## config.mk

```make
export PLATFORM = sky130hd
export DESIGN_NAME = xif_offload_issuer
export DESIGN_NICKNAME = d
export VERILOG_FILES = /design/src/rtl/xif_offload_issuer.sv
export SDC_FILE = /design/constraint.sdc
export NUM_CORES = 1
export LEC_CHECK = 0
export CORE_AREA = 2 2 156 158
export CTS_BUF_LIST = sky130_fd_sc_hd__clkbuf_4 sky130_fd_sc_hd__clkbuf_8 sky130_fd_sc_hd__clkbuf_16
export DETAILED_ROUTE_END_ITERATION = 10
export DIE_AREA = 0 0 158 160
export PLACE_DENSITY = 0.66
export REMOVE_ABC_BUFFERS = 1
export SLEW_MARGIN = 20
export SYNTH_ARGS = -nofsm -noshare
export SYNTH_HDL_FRONTEND = slang
export SYNTH_SLANG_ARGS = --single-unit
```

## constraint.sdc

```tcl
create_clock -name clk_i -period 7.35 [get_ports clk_i]
set_input_delay 1.47 -clock clk_i [delete_from_list [all_inputs] [get_ports clk_i]]
set_output_delay 1.47 -clock clk_i [all_outputs]
set_load 0.03 [all_outputs]
```

## src/rtl/xif_offload_issuer.sv

```systemverilog
// rtl/xif_offload_issuer.sv - eXtension-interface initiator: issue, commit, collect result, respond.
// Optional performance counters are built when XIF_ISSUER_PERF_EN is defined.
module xif_offload_issuer #(
  parameter int X_ID_WIDTH     = 4,
  parameter int TIMEOUT_CYCLES = 256
) (
  input  logic                  clk_i,
  input  logic                  rst_i,
  input  logic                  req_valid_i,
  output logic                  req_ready_o,
  input  logic [31:0]           req_instr_i,
  input  logic [31:0]           req_rs0_i,
  input  logic [31:0]           req_rs1_i,
  output logic                  rsp_valid_o,
  input  logic                  rsp_ready_i,
  output logic [1:0]            rsp_status_o,
  output logic [31:0]           rsp_data_o,
  output logic [4:0]            rsp_rd_o,
  output logic                  rsp_we_o,
  output logic                  issue_valid_o,
  input  logic                  issue_ready_i,
  output logic [31:0]           issue_instr_o,
  output logic [X_ID_WIDTH-1:0] issue_id_o,
  output logic [31:0]           issue_rs0_o,
  output logic [31:0]           issue_rs1_o,
  output logic [1:0]            issue_rs_valid_o,
  input  logic                  issue_accept_i,
  input  logic                  issue_writeback_i,
  output logic                  commit_valid_o,
  output logic [X_ID_WIDTH-1:0] commit_id_o,
  output logic                  commit_kill_o,
  input  logic                  kill_i,
  input  logic                  result_valid_i,
  output logic                  result_ready_o,
  input  logic [X_ID_WIDTH-1:0] result_id_i,
  input  logic [31:0]           result_data_i,
  input  logic [4:0]            result_rd_i,
  input  logic                  result_we_i,
  output logic                  err_o,
  output logic [31:0]           perf_issued_o,
  output logic [31:0]           perf_rejected_o,
  output logic [31:0]           perf_timeout_o
);

  localparam int CW = $clog2(TIMEOUT_CYCLES + 1);
  localparam logic [1:0] ST_OK      = 2'b00;
  localparam logic [1:0] ST_REJECT  = 2'b01;
  localparam logic [1:0] ST_KILLED  = 2'b10;
  localparam logic [1:0] ST_TIMEOUT = 2'b11;

  typedef enum logic [2:0] {IDLE, ISSUE, COMMIT, WAIT_RESULT, RESPOND} state_t;
  state_t state, state_nxt;

  logic [31:0]           instr_q, rs0_q, rs1_q;
  logic [X_ID_WIDTH-1:0] cur_id, next_id;
  logic                  wb_q;
  logic [CW-1:0]         wait_cnt;

  logic req_hs, issue_hs, res_hit, res_miss, expired, rsp_hs;

  assign req_hs   = (state == IDLE) && req_valid_i;
  assign issue_hs = (state == ISSUE) && issue_ready_i;
  assign res_hit  = (state == WAIT_RESULT) && result_valid_i && (result_id_i == cur_id);
  assign res_miss = (state == WAIT_RESULT) && result_valid_i && (result_id_i != cur_id);
  assign expired  = (state == WAIT_RESULT) && (wait_cnt == CW'(TIMEOUT_CYCLES - 1));
  assign rsp_hs   = (state == RESPOND) && rsp_ready_i;

  assign issue_instr_o    = instr_q;
  assign issue_rs0_o      = rs0_q;
  assign issue_rs1_o      = rs1_q;
  assign issue_id_o       = cur_id;
  assign issue_rs_valid_o = {2{issue_valid_o}};
  assign commit_id_o      = cur_id;

  always_ff @(posedge clk_i or posedge rst_i) begin
    if (rst_i) state <= IDLE;
    else       state <= state_nxt;
  end

  always_comb begin
    state_nxt      = state;
    req_ready_o    = 1'b0;
    issue_valid_o  = 1'b0;
    commit_valid_o = 1'b0;
    commit_kill_o  = 1'b0;
    result_ready_o = 1'b0;
    rsp_valid_o    = 1'b0;
    case (state)
      IDLE: begin
        req_ready_o = 1'b1;
        if (req_valid_i) state_nxt = ISSUE;
      end
      ISSUE: begin
        issue_valid_o = 1'b1;
        if (issue_ready_i) state_nxt = issue_accept_i ? COMMIT : RESPOND;
      end
      COMMIT: begin
        commit_valid_o = 1'b1;
        commit_kill_o  = kill_i;
        state_nxt      = (!kill_i && wb_q) ? WAIT_RESULT : RESPOND;
      end
      WAIT_RESULT: begin
        result_ready_o = 1'b1;
        if (res_hit || expired) state_nxt = RESPOND;
      end
      RESPOND: begin
        rsp_valid_o = 1'b1;
        if (rsp_ready_i) state_nxt = IDLE;
      end
      default: state_nxt = IDLE;
    endcase
  end

  always_ff @(posedge clk_i or posedge rst_i) begin
    if (rst_i) begin
      instr_q      <= '0;
      rs0_q        <= '0;
      rs1_q        <= '0;
      cur_id       <= '0;
      next_id      <= '0;
      wb_q         <= 1'b0;
      wait_cnt     <= '0;
      rsp_status_o <= ST_OK;
      rsp_data_o   <= '0;
      rsp_rd_o     <= '0;
      rsp_we_o     <= 1'b0;
      err_o        <= 1'b0;
    end else begin
      if (req_hs) begin
        instr_q <= req_instr_i;
        rs0_q   <= req_rs0_i;
        rs1_q   <= req_rs1_i;
        cur_id  <= next_id;
      end
      if (issue_hs) begin
        wb_q <= issue_writeback_i;
        if (!issue_accept_i) begin
          rsp_status_o <= ST_REJECT;
          rsp_rd_o     <= instr_q[11:7];
          rsp_we_o     <= 1'b0;
          rsp_data_o   <= '0;
        end
      end
      // Preload the no-result response here; WAIT_RESULT overwrites it on a hit.
      if (state == COMMIT) begin
        rsp_status_o <= kill_i ? ST_KILLED : ST_OK;
        rsp_rd_o     <= instr_q[11:7];
        rsp_we_o     <= 1'b0;
        rsp_data_o   <= '0;
        wait_cnt     <= '0;
      end
      if (state == WAIT_RESULT) begin
        wait_cnt <= wait_cnt + 1'b1;
        if (res_hit) begin
          rsp_status_o <= ST_OK;
          rsp_data_o   <= result_we_i ? result_data_i : 32'd0;
          rsp_rd_o     <= result_rd_i;
          rsp_we_o     <= result_we_i;
        end else if (expired) begin
          rsp_status_o <= ST_TIMEOUT;
          rsp_data_o   <= '0;
          rsp_we_o     <= 1'b0;
        end
      end
      if (res_miss) err_o <= 1'b1;
      if (rsp_hs) next_id <= next_id + 1'b1;
    end
  end

`ifdef XIF_ISSUER_PERF_EN
  logic [31:0] cnt_issued, cnt_rejected, cnt_timeout;

  always_ff @(posedge clk_i or posedge rst_i) begin
    if (rst_i) begin
      cnt_issued   <= '0;
      cnt_rejected <= '0;
      cnt_timeout  <= '0;
    end else begin
      if (issue_hs && issue_accept_i && cnt_issued != 32'hFFFF_FFFF)
        cnt_issued <= cnt_issued + 1'b1;
      if (issue_hs && !issue_accept_i && cnt_rejected != 32'hFFFF_FFFF)
        cnt_rejected <= cnt_rejected + 1'b1;
      if (expired && !res_hit && cnt_timeout != 32'hFFFF_FFFF)
        cnt_timeout <= cnt_timeout + 1'b1;
    end
  end

  assign perf_issued_o   = cnt_issued;
  assign perf_rejected_o = cnt_rejected;
  assign perf_timeout_o  = cnt_timeout;
`else
  assign perf_issued_o   = '0;
  assign perf_rejected_o = '0;
  assign perf_timeout_o  = '0;
`endif

endmodule

```

### Word level (Yosys, flattened, before mapping)

Cells that the tools add are included.

* flip-flop bits (word level): 158
* latch bits: 0
* memory bits (writable): 0
* ROM bits: 0
* output and inout port bits: 249
* logic and storage cells: 79
* memories: 0

* add/subtract/negate cells: 2
* multipliers: 0
* divide/modulo/power cells: 0
* $lt $le $gt $ge: 0
* equal/unequal tests: 11
* shift operators: 0
* muxes and demuxes: 40
* bitwise operators: 0
* reductions and logical operators: 13

Operators with widths (count)
* 2-to-1 mux 32 bit: 7
* 2-to-1 mux 5 bit: 5
* 2-to-1 mux 3 bit: 6
* 2-to-1 mux 9 bit: 2
* case mux 3 bit (5 select lines): 1
* 2-to-1 mux 2 bit: 7
* 2-to-1 mux 1 bit: 12
* adder 9 x 1 -> 9 bit (second input constant): 1
* equality test 9 x 8 -> 1 bit (second input constant): 1
* logical AND 1 bit: 8
* equality test 3 x 2 -> 1 bit (second input constant): 2
* != test 2 bit (second input constant): 3
* adder 4 x 1 -> 4 bit (second input constant): 1
* equality test 4 bit: 1
* != test 4 bit: 1
* AND reduction 4 bit: 1
* equality test 3 x 1 -> 1 bit (second input constant): 1
* equality test 3 bit (second input constant): 1
* logical NOT 3 bit: 1
* != test 2 x 1 -> 1 bit (second input constant): 1
* nonzero test 2 bit: 1
* logical NOT 1 bit: 1
* logical OR 1 bit: 1

### Logic depth before layout (Yosys ltp)

Gate-level depths: netlist (run 1).

* depth after elaboration: 7
* gate-level depth with buffers: 9

### Worst setup path before layout (run 1)

No wires, ideal clock.

* path kind: flip-flop to output port
* start: register state[0]
* end: output issue_rs_valid_o[0]
* arrival time: 1.865 ns
* data required time: 5.880 ns
* path slack: 4.015 ns
* cell stages (with the launch flop): 6
* buffers on the path: 3
* cells stage by stage: dfrtp_1 > buf_6 > buf_2 > inv_1 > nor3_1 > buf_4

* cells in the longest elaborated chain, start to end: 2

Ends and longest elaborated chain
* from (decl): line 52 `state_t state, state_nxt;`
* from (signal assigned): line 77 `else state <= state_nxt;`
* equality test 3 x 1 -> 1 bit: line 88 `case (state)`
* 2-to-1 mux 1 bit: line 88
* to (decl): line 26 `output logic [1:0] issue_rs_valid_o,`

No other way between the ends.

### Final worst setup path (run 1)

* start: input kill_i
* end: output commit_kill_o

* cells in the longest elaborated chain, start to end: 1

Ends and longest elaborated chain
* from (decl): line 32 `input logic kill_i,`
* 2-to-1 mux 1 bit: line 88
* to (decl): line 31 `output logic commit_kill_o,`

No other way between the ends.

==> metrics.md, run 1 <==
| Metric | Value |
|---|---|
| Layout area overhead | `47.5%` |
| Number of cells on the worst hold path | `1` |
| Number of global-route vias before repair | `5054` |
| TritonCTS clock tree | `yes` |
| Final count of hold timing violations | `0` |
| Fraction of registers with async set or reset after synthesis | `100%` |
| Worst Reg2Reg Path Length in Cells | `4` |
| Arrival time reported for the critical path endpoint | `2810 ps` |
| Filler instances | `roughly 2200` |
| Peak supply drop | `~0.25 mV` |
| Sink Count | `between 150 and 200` |
| Required time of the worst setup path | `~5900 ps` |
| Crit path setup slack, layout | `roughly 3100 ps` |
| Number of enable flip-flop cells after synthesis | `0` |
| Number of top-level pins | `roughly 400` |
| Post-synth top area cell | `sky130_fd_sc_hd__dfrtp_1` |
| Maximum buffer depth of the clock tree | `2` |
| Crit path max-delay cell type | `sky130_fd_sc_hd__clkdlybuf4s50_1` |
| Clock root buffer master | `sky130_fd_sc_hd__clkbuf_16` |
| Remaining design rule violation count | `0` |
| Post-DP HPWL | `13800 µm` |
| Worst-path cell chain | `clkdlybuf4s50_1, and3_1, clkdlybuf4s50_1` |
| Slew Viols, Final | `0` |
| CTS hold repair buffers | `0` |
| Iter 0 DRT Violations | `between 150 and 200` |
| Chip width | `158 µm` |
| GPL Wtd Cong | `between 0.7 and 0.8` |
| Post-synthesis average cell area | `13.2 µm²` |
| Maximum number of pins on one net before global-route repair | `approximately 110` |
| Synthesized instance count | `between 500 and 600` |
| Setup violations, final | `0` |
| Count of cell types in the netlist | `a little over 40` |
| Inserted Clock Buffers | `17` |
| Most frequent CP cell | `sky130_fd_sc_hd__clkdlybuf4s50_1` |
| RSZ-0062 raised after global routing | `no` |
| Stages on worst setup path | `3` |
| Via-to-Cell Ratio | `approximately 4.3` |
| Core Util, Final | `44.3%` |
| Number of warnings reported in the yosys synthesis log | `0` |
| Tightest Pin Transition | `971 ps` |
| Cell area power density | `around 440 mW/mm²` |
| Type of origin of the critical path | `primary input` |
| Final Critical Period | `about 4300 ps` |
| Wirelength per Cell | `between 15 and 20 µm` |
| Number of nets in the final layout | `just under 1000` |
| Area of the placeable core | `between 0.02 and 0.025 mm²` |
| Cells taking the most area after synthesis | `sky130_fd_sc_hd__dfrtp_1 55%, sky130_fd_sc_hd__mux2_2 16%, sky130_fd_sc_hd__buf_4 11%` |
| Clock transition at the registers of the reported paths | `roughly 60 ps` |
| Multi-input combinational cell area | `approximately 0.0025 mm²` |
| Sum of negative setup slack | `0 ps` |
| Number of rows created at floorplan | `57` |
| Total buffers and inverters traversed by the critical path | `2` |
| Floorplan die area | `about 0.025 mm²` |
| Portion of the clock cycle consumed by the worst path in the final layout | `between 50% and 60%` |
| Family with the most delay on the worst path | `buffers and inverters` |
| Setup slack after placement | `just over 3000 ps` |
| Post-layout instance count excluding filler cells | `around 1200` |
| Overflow after GRT | `0` |
| ANT cells | `0` |
| Initial cell density of the core | `a little under a third` |
| Standby leakage power | `around 4.6 nW` |
| Sequential fraction of the synthesis area | `between 50 and 60%` |
| Wire length of the first global-routing pass | `approximately 30000 µm` |
| Final Instance Area | `0.0106 mm²` |
| Aggregate global-route resource usage | `about 15%` |
| Clock skew | `between 9 and 10 ps` |
| Total number of H-tree levels | `4` |
| Routed wire length | `roughly 19000 µm` |
| Summed instance area of the synthesized netlist | `about 0.007 mm²` |
| FMAX | `about 230 MHz` |
| Placed insts | `1134` |
| Placement Cell Area | `around 0.0099 mm²` |
| Relative slew margins | `roughly a third` |
| Synth top area share | `a little under three fifths` |
| Dominant synthesized flop cell | `sky130_fd_sc_hd__dfrtp_1` |
| Crit path capture type | `output pin` |
| Antenna violations before repair | `0` |
| Number of input and output port buffers inserted | `between 200 and 300` |
| CTS-repair resized insts | `0` |
| Max-Cap Viols | `0` |
| First-pass iteration count of the detailed router | `4` |
| Worst-Skew Late Latency | `~420 ps` |
| Number of nets with antenna violations after routing | `0` |
| Class of the tightest hold or removal check | `flop to flop` |
| Peak fanout along the critical path | `3` |
| Crit Path Category | `primary input to output pin` |
| Chip Height | `160 µm` |
| Area occupied by registers | `a little under 0.004 mm²` |
| Seq cells post-synth | `approximately 160` |
| Largest stage delay, worst path | `660 ps` |
| # Post-CTS Setup Buffers | `0` |
| Share of layout cells above drive strength 1 | `17.7%` |
| Outcome | `complete, no violations` |
| Total vias in the final route | `about 5000` |
## per-layer routing
layer  vias to the layer above  share of wire, %  global-route usage [%]
met1                      2508                41                    18.7
met3                        18               5.9                    4.23
met5                         -                 0                       0
met4                         0               1.8                    5.45
met2                       175                51                    25.6
li1                       2268                 -                       -
## power by group
part / switching (mW) / internal, mW / total, mW
Clock: 0.385 / 0.512 / 0.897
Sequential: 0.238 / 1.21 / 1.45
Combinational: 1.27 / 1.04 / 2.31
## cell type report
class                           instances  area share (%)
Sequential cell                       158            37.4
Timing Repair Buffer                  303            28.8
Multi-Input combinational cell        342            24.0
Clock buffer                           18            4.10
Tap cell                              324            3.84
Clock inverter                         13            1.48
Inverter                                8           0.332
## worst paths after layout
check                                          start  slack [ps]                           to
worst max register to register  state[0]$_DFFE_PP0P_        4530  issue_rs0_o[10]$_DFFE_PP0P_
worst min register to register     err_o$_DFFE_PP0P_         460            err_o$_DFFE_PP0P_
worst min-delay path               err_o$_DFFE_PP0P_         460            err_o$_DFFE_PP0P_
min in group asynchronous                      rst_i        1380   issue_rs1_o[9]$_DFFE_PP0P_
worst max-delay path                          kill_i        3070                commit_kill_o
max in group asynchronous                      rst_i        4930     rsp_data_o[19]$_DFF_PP0_
## cells by family (layout without fill, tap and decap cells)
group,count (synthesis),in the layout,share of synthesized area (%)
AND/OR/NAND/NOR,55,55,4.23
AO/OA/AOI/OAI,68,68,7.13
buffers and inverters,137,342,14.4
other,1,96,0.0524
flip-flops,158,158,55.2
XOR/XNOR,7,7,0.856
adder cells (fa/ha/maj),3,3,0.524
multiplexers,113,113,17.6
## layout by cell type (no fill, tap or decap), types with 4 or more instances in the layout
cell type                         count
sky130_fd_sc_hd__nor2_1              11
sky130_fd_sc_hd__conb_1              96
sky130_fd_sc_hd__a21oi_1              5
sky130_fd_sc_hd__nor3_1               4
sky130_fd_sc_hd__clkbuf_16           17
sky130_fd_sc_hd__clkinvlp_4           4
sky130_fd_sc_hd__o21ai_0             15
sky130_fd_sc_hd__dfrtp_1            158
sky130_fd_sc_hd__a22o_1              33
sky130_fd_sc_hd__clkdlybuf4s50_1    299
sky130_fd_sc_hd__mux2i_1              9
sky130_fd_sc_hd__nand3_1              7
sky130_fd_sc_hd__inv_1                6
sky130_fd_sc_hd__nand4_1              4
sky130_fd_sc_hd__inv_6                4
sky130_fd_sc_hd__nand2_1             14
sky130_fd_sc_hd__xnor2_1              6
sky130_fd_sc_hd__mux2_2             104
## metrics by stage
step / hold WS [ps] / total power, mW
after floorplan: 440 / 2.82
after global placement: 446 / 3.76
after detailed placement: 448 / 3.80
after CTS: 462 / 4.72
after global routing: 491 / 4.91
final: 455 / 4.66
## state kept, by name (all words and copies together) (netlist names), 2 cells and up
name           flops
commit_id_o        4
issue_instr_o     32
issue_rs0_o       32
issue_rs1_o       32
next_id            4
rsp_data_o        32
rsp_rd_o           5
rsp_status_o       2
state              3
wait_cnt           9
## Yosys cell counts, types with 2 or more instances
| library cell | instances |
|---|---|
| sky130_fd_sc_hd__clkbuf_1 | 2 |
| sky130_fd_sc_hd__and4_1 | 2 |
| sky130_fd_sc_hd__nand4_1 | 4 |
| sky130_fd_sc_hd__dfrtp_1 | 158 |
| sky130_fd_sc_hd__nor3_1 | 4 |
| sky130_fd_sc_hd__a21oi_1 | 5 |
| sky130_fd_sc_hd__inv_1 | 7 |
| sky130_fd_sc_hd__o32ai_1 | 2 |
| sky130_fd_sc_hd__nor2_1 | 11 |
| sky130_fd_sc_hd__nand3_1 | 7 |
| sky130_fd_sc_hd__buf_6 | 16 |
| sky130_fd_sc_hd__and2_1 | 3 |
| sky130_fd_sc_hd__buf_4 | 103 |
| sky130_fd_sc_hd__a21o_1 | 3 |
| sky130_fd_sc_hd__nand2b_1 | 2 |
| sky130_fd_sc_hd__a22o_1 | 33 |
| sky130_fd_sc_hd__xnor2_1 | 6 |
| sky130_fd_sc_hd__mux2i_1 | 9 |
| sky130_fd_sc_hd__nand2_1 | 14 |
| sky130_fd_sc_hd__and3_1 | 2 |
| sky130_fd_sc_hd__mux2_2 | 104 |
| sky130_fd_sc_hd__o22ai_1 | 3 |
| sky130_fd_sc_hd__o21ai_0 | 15 |
| sky130_fd_sc_hd__buf_2 | 8 |
| sky130_fd_sc_hd__ha_1 | 3 |
No activity file was read; power rests on OpenSTA's default activity.
==> run 2: changes to the inputs <==
Settings changed: CORE_AREA 2 2 156 158 to 2 2 155 157, DIE_AREA 0 0 158 160 to 0 0 157 159, PLACE_DENSITY 0.66 to 0.69.
Clock period 7.35 ns to 3.76 ns, I/O delays scaled along.
==> metrics.md, run 2 (same netlist as run 1, synthesis figures left out) <==
| Metric | Value |
|---|---|
| Clock skew | `15.9 ps` |
| Worst Hold Launch | `err_o$_DFFE_PP0P_` |
| Crit Path Category | `flop to output pin` |
| Sink Count | `roughly 160` |
| Overflow after GRT | `0` |
| Slew Viols, Final | `0` |
| Wirelength per Cell | `16.7 µm` |
| Chip Height | `159 µm` |
| Number of nets with antenna violations after routing | `0` |
| First-pass iteration count of the detailed router | `4` |
| Cell area power density | `roughly 860 mW/mm²` |
| Maximum buffer depth of the clock tree | `2` |
| Setup slack after placement | `between 700 and 800 ps` |
| CTS-repair resized insts | `0` |
| TritonCTS clock tree | `yes` |
| Class of the tightest hold or removal check | `flop to flop` |
| Share of layout cells above drive strength 1 | `between 10% and 20%` |
| Maximum number of pins on one net before global-route repair | `51` |
| Number of input and output port buffers inserted | `between 200 and 300` |
| Sum of negative setup slack | `0 ps` |
| Chip width | `157 µm` |
| Initial cell density of the core | `a little under a third` |
| Number of rows created at floorplan | `56` |
| Floorplan die area | `~0.025 mm²` |
| Required time of the worst setup path | `between 3000 and 4000 ps` |
| Peak fanout along the critical path | `17` |
| Worst Reg2Reg Path Length in Cells | `9` |
| Crit path capture type | `output pin` |
| Clock transition at the registers of the reported paths | `~70 ps` |
| Relative slew margins | `between 60% and 70%` |
| Layout area overhead | `48.0%` |
| Number of top-level pins | `between 300 and 400` |
| ANT cells | `0` |
| Crit path setup slack, layout | `about 400 ps` |
| # Post-CTS Setup Buffers | `0` |
| Wire length of the first global-routing pass | `~30000 µm` |
| Number of global-route vias before repair | `around 5000` |
| Remaining design rule violation count | `0` |
| RSZ-0062 raised after global routing | `no` |
| Final count of hold timing violations | `0` |
| Tightest Pin Transition | `approximately 550 ps` |
| Aggregate global-route resource usage | `15.7%` |
| Most frequent cells in the layout | `299 x sky130_fd_sc_hd__clkdlybuf4s50_1, 158 x sky130_fd_sc_hd__dfrtp_1, 104 x sky130_fd_sc_hd__mux2_2` |
| Most frequent standard cell in the layout excluding fill and tap cells | `sky130_fd_sc_hd__clkdlybuf4s50_1` |
| FMAX | `298 MHz` |
| Number of nets in the final layout | `984` |
| Outcome | `complete, no violations` |
| Arrival time reported for the critical path endpoint | `2600 ps` |
| Final Critical Period | `about 3400 ps` |
| Setup slack of the most critical reg-to-reg path | `1440 ps` |
| Total number of H-tree levels | `4` |
| Hold Path Sink | `err_o$_DFFE_PP0P_` |
| Setup violations, final | `0` |
| Area of the placeable core | `between 0.02 and 0.025 mm²` |
| Total vias in the final route | `just under 5000` |
| Iter 0 DRT Violations | `about 180` |
| Clock root buffer master | `sky130_fd_sc_hd__clkbuf_16` |
| Routed wire length | `~20000 µm` |
| Hold_ws | `between 400 and 500 ps` |
| GPL Wtd Cong | `between 0.7 and 0.8` |
| CTS hold repair buffers | `0` |
| Reg2reg end | `rsp_data_o[19]$_DFF_PP0_` |
| Post-DP HPWL | `around 14000 µm` |
| Worst-Skew Late Latency | `~420 ps` |
| Inserted Clock Buffers | `17` |
| Type of origin of the critical path | `flop` |
| Launch instance of the worst register-to-register path | `wait_cnt[0]$_DFFE_PP0P_` |
| Total power | `between 9 and 10 mW` |
| Antenna violations before repair | `0` |
| Max-Cap Viols | `0` |
| Number of cells on the worst hold path | `1` |
| Peak supply drop | `between 0.4 and 0.5 mV` |
| Standby leakage power | `~4.6 nW` |
| Via-to-Cell Ratio | `between 4 and 5` |
| Portion of the clock cycle consumed by the worst path in the final layout | `89.3%` |
[run 2: changes by cell type in the layout (fill, tap and decap cells not counted)]
cell	change
sky130_fd_sc_hd__clkinv_8	+3
sky130_fd_sc_hd__clkinv_2	+1
sky130_fd_sc_hd__buf_4	+2
sky130_fd_sc_hd__buf_12	+3
sky130_fd_sc_hd__inv_8	+2
sky130_fd_sc_hd__clkinvlp_4	-3
sky130_fd_sc_hd__buf_16	-1
sky130_fd_sc_hd__clkinv_4	-2
sky130_fd_sc_hd__clkbuf_4	-1
sky130_fd_sc_hd__bufinv_16	-2
sky130_fd_sc_hd__inv_6	+3
[run 2: power by group]
part	internal, mW	switching [mW]
clock	0.893	0.827
combinational	2.07	2.49
sequential	2.37	0.464
total	5.34	3.78
[run 2: worst max-delay path by stage]
stage | endpoint | cells past startpoint | slack (ps) | start
after global routing | issue_rs_valid_o[0] | 3 | 150 | state[0]$_DFFE_PP0P_
after CTS | issue_valid_o | 3 | 290 | state[0]$_DFFE_PP0P_
final | issue_rs_valid_o[1] | 3 | 400 | state[0]$_DFFE_PP0P_
after global placement | issue_rs_valid_o[1] | 3 | 820 | state[0]$_DFFE_PP0P_
after detailed placement | issue_valid_o | 3 | 760 | state[0]$_DFFE_PP0P_
after floorplan | commit_id_o[0]$_DFFE_PP0P_ | 1 | -1260 | rst_i
[run 2: worst max-delay path, cell delays in order (launching register included)]
cell	delay [ps]
sky130_fd_sc_hd__dfrtp_1	680
sky130_fd_sc_hd__inv_1	210
sky130_fd_sc_hd__nor3_1	510
sky130_fd_sc_hd__clkdlybuf4s50_1	780
[run 2: layout make-up]
| type | instances | area, µm² |
|---|---|---|
| clock buffers | 17 | 425 |
| clock inverters | 15 | 159 |
| fillers | 2118 | 12600 |
| inverters | 8 | 35.0 |
| multi-input cells | 342 | 2540 |
| flip-flops and latches | 158 | 3950 |
| well taps | 319 | 399 |
| repair buffers | 307 | 3090 |
[run 2: through the flow]
stage / cell area, µm² / util, % / std cells
after global routing: 10600 / 45.7 / 1166
after floorplan: 6520 / - / 508
after CTS: 10600 / 45.7 / 1166
final: 10600 / 45.7 / 1166
after global placement: 10000 / 43.2 / 1134
after detailed placement: 10000 / 43.2 / 1134
[run 2: layer usage]
| layer | wire length, µm | track usage [%] |
|---|---|---|
| met2 | 9560 | 25.3 |
| met5 | 0 | 0 |
| met1 | 8280 | 19.9 |
| met4 | 255 | 4.88 |
| met3 | 1420 | 5.14 |
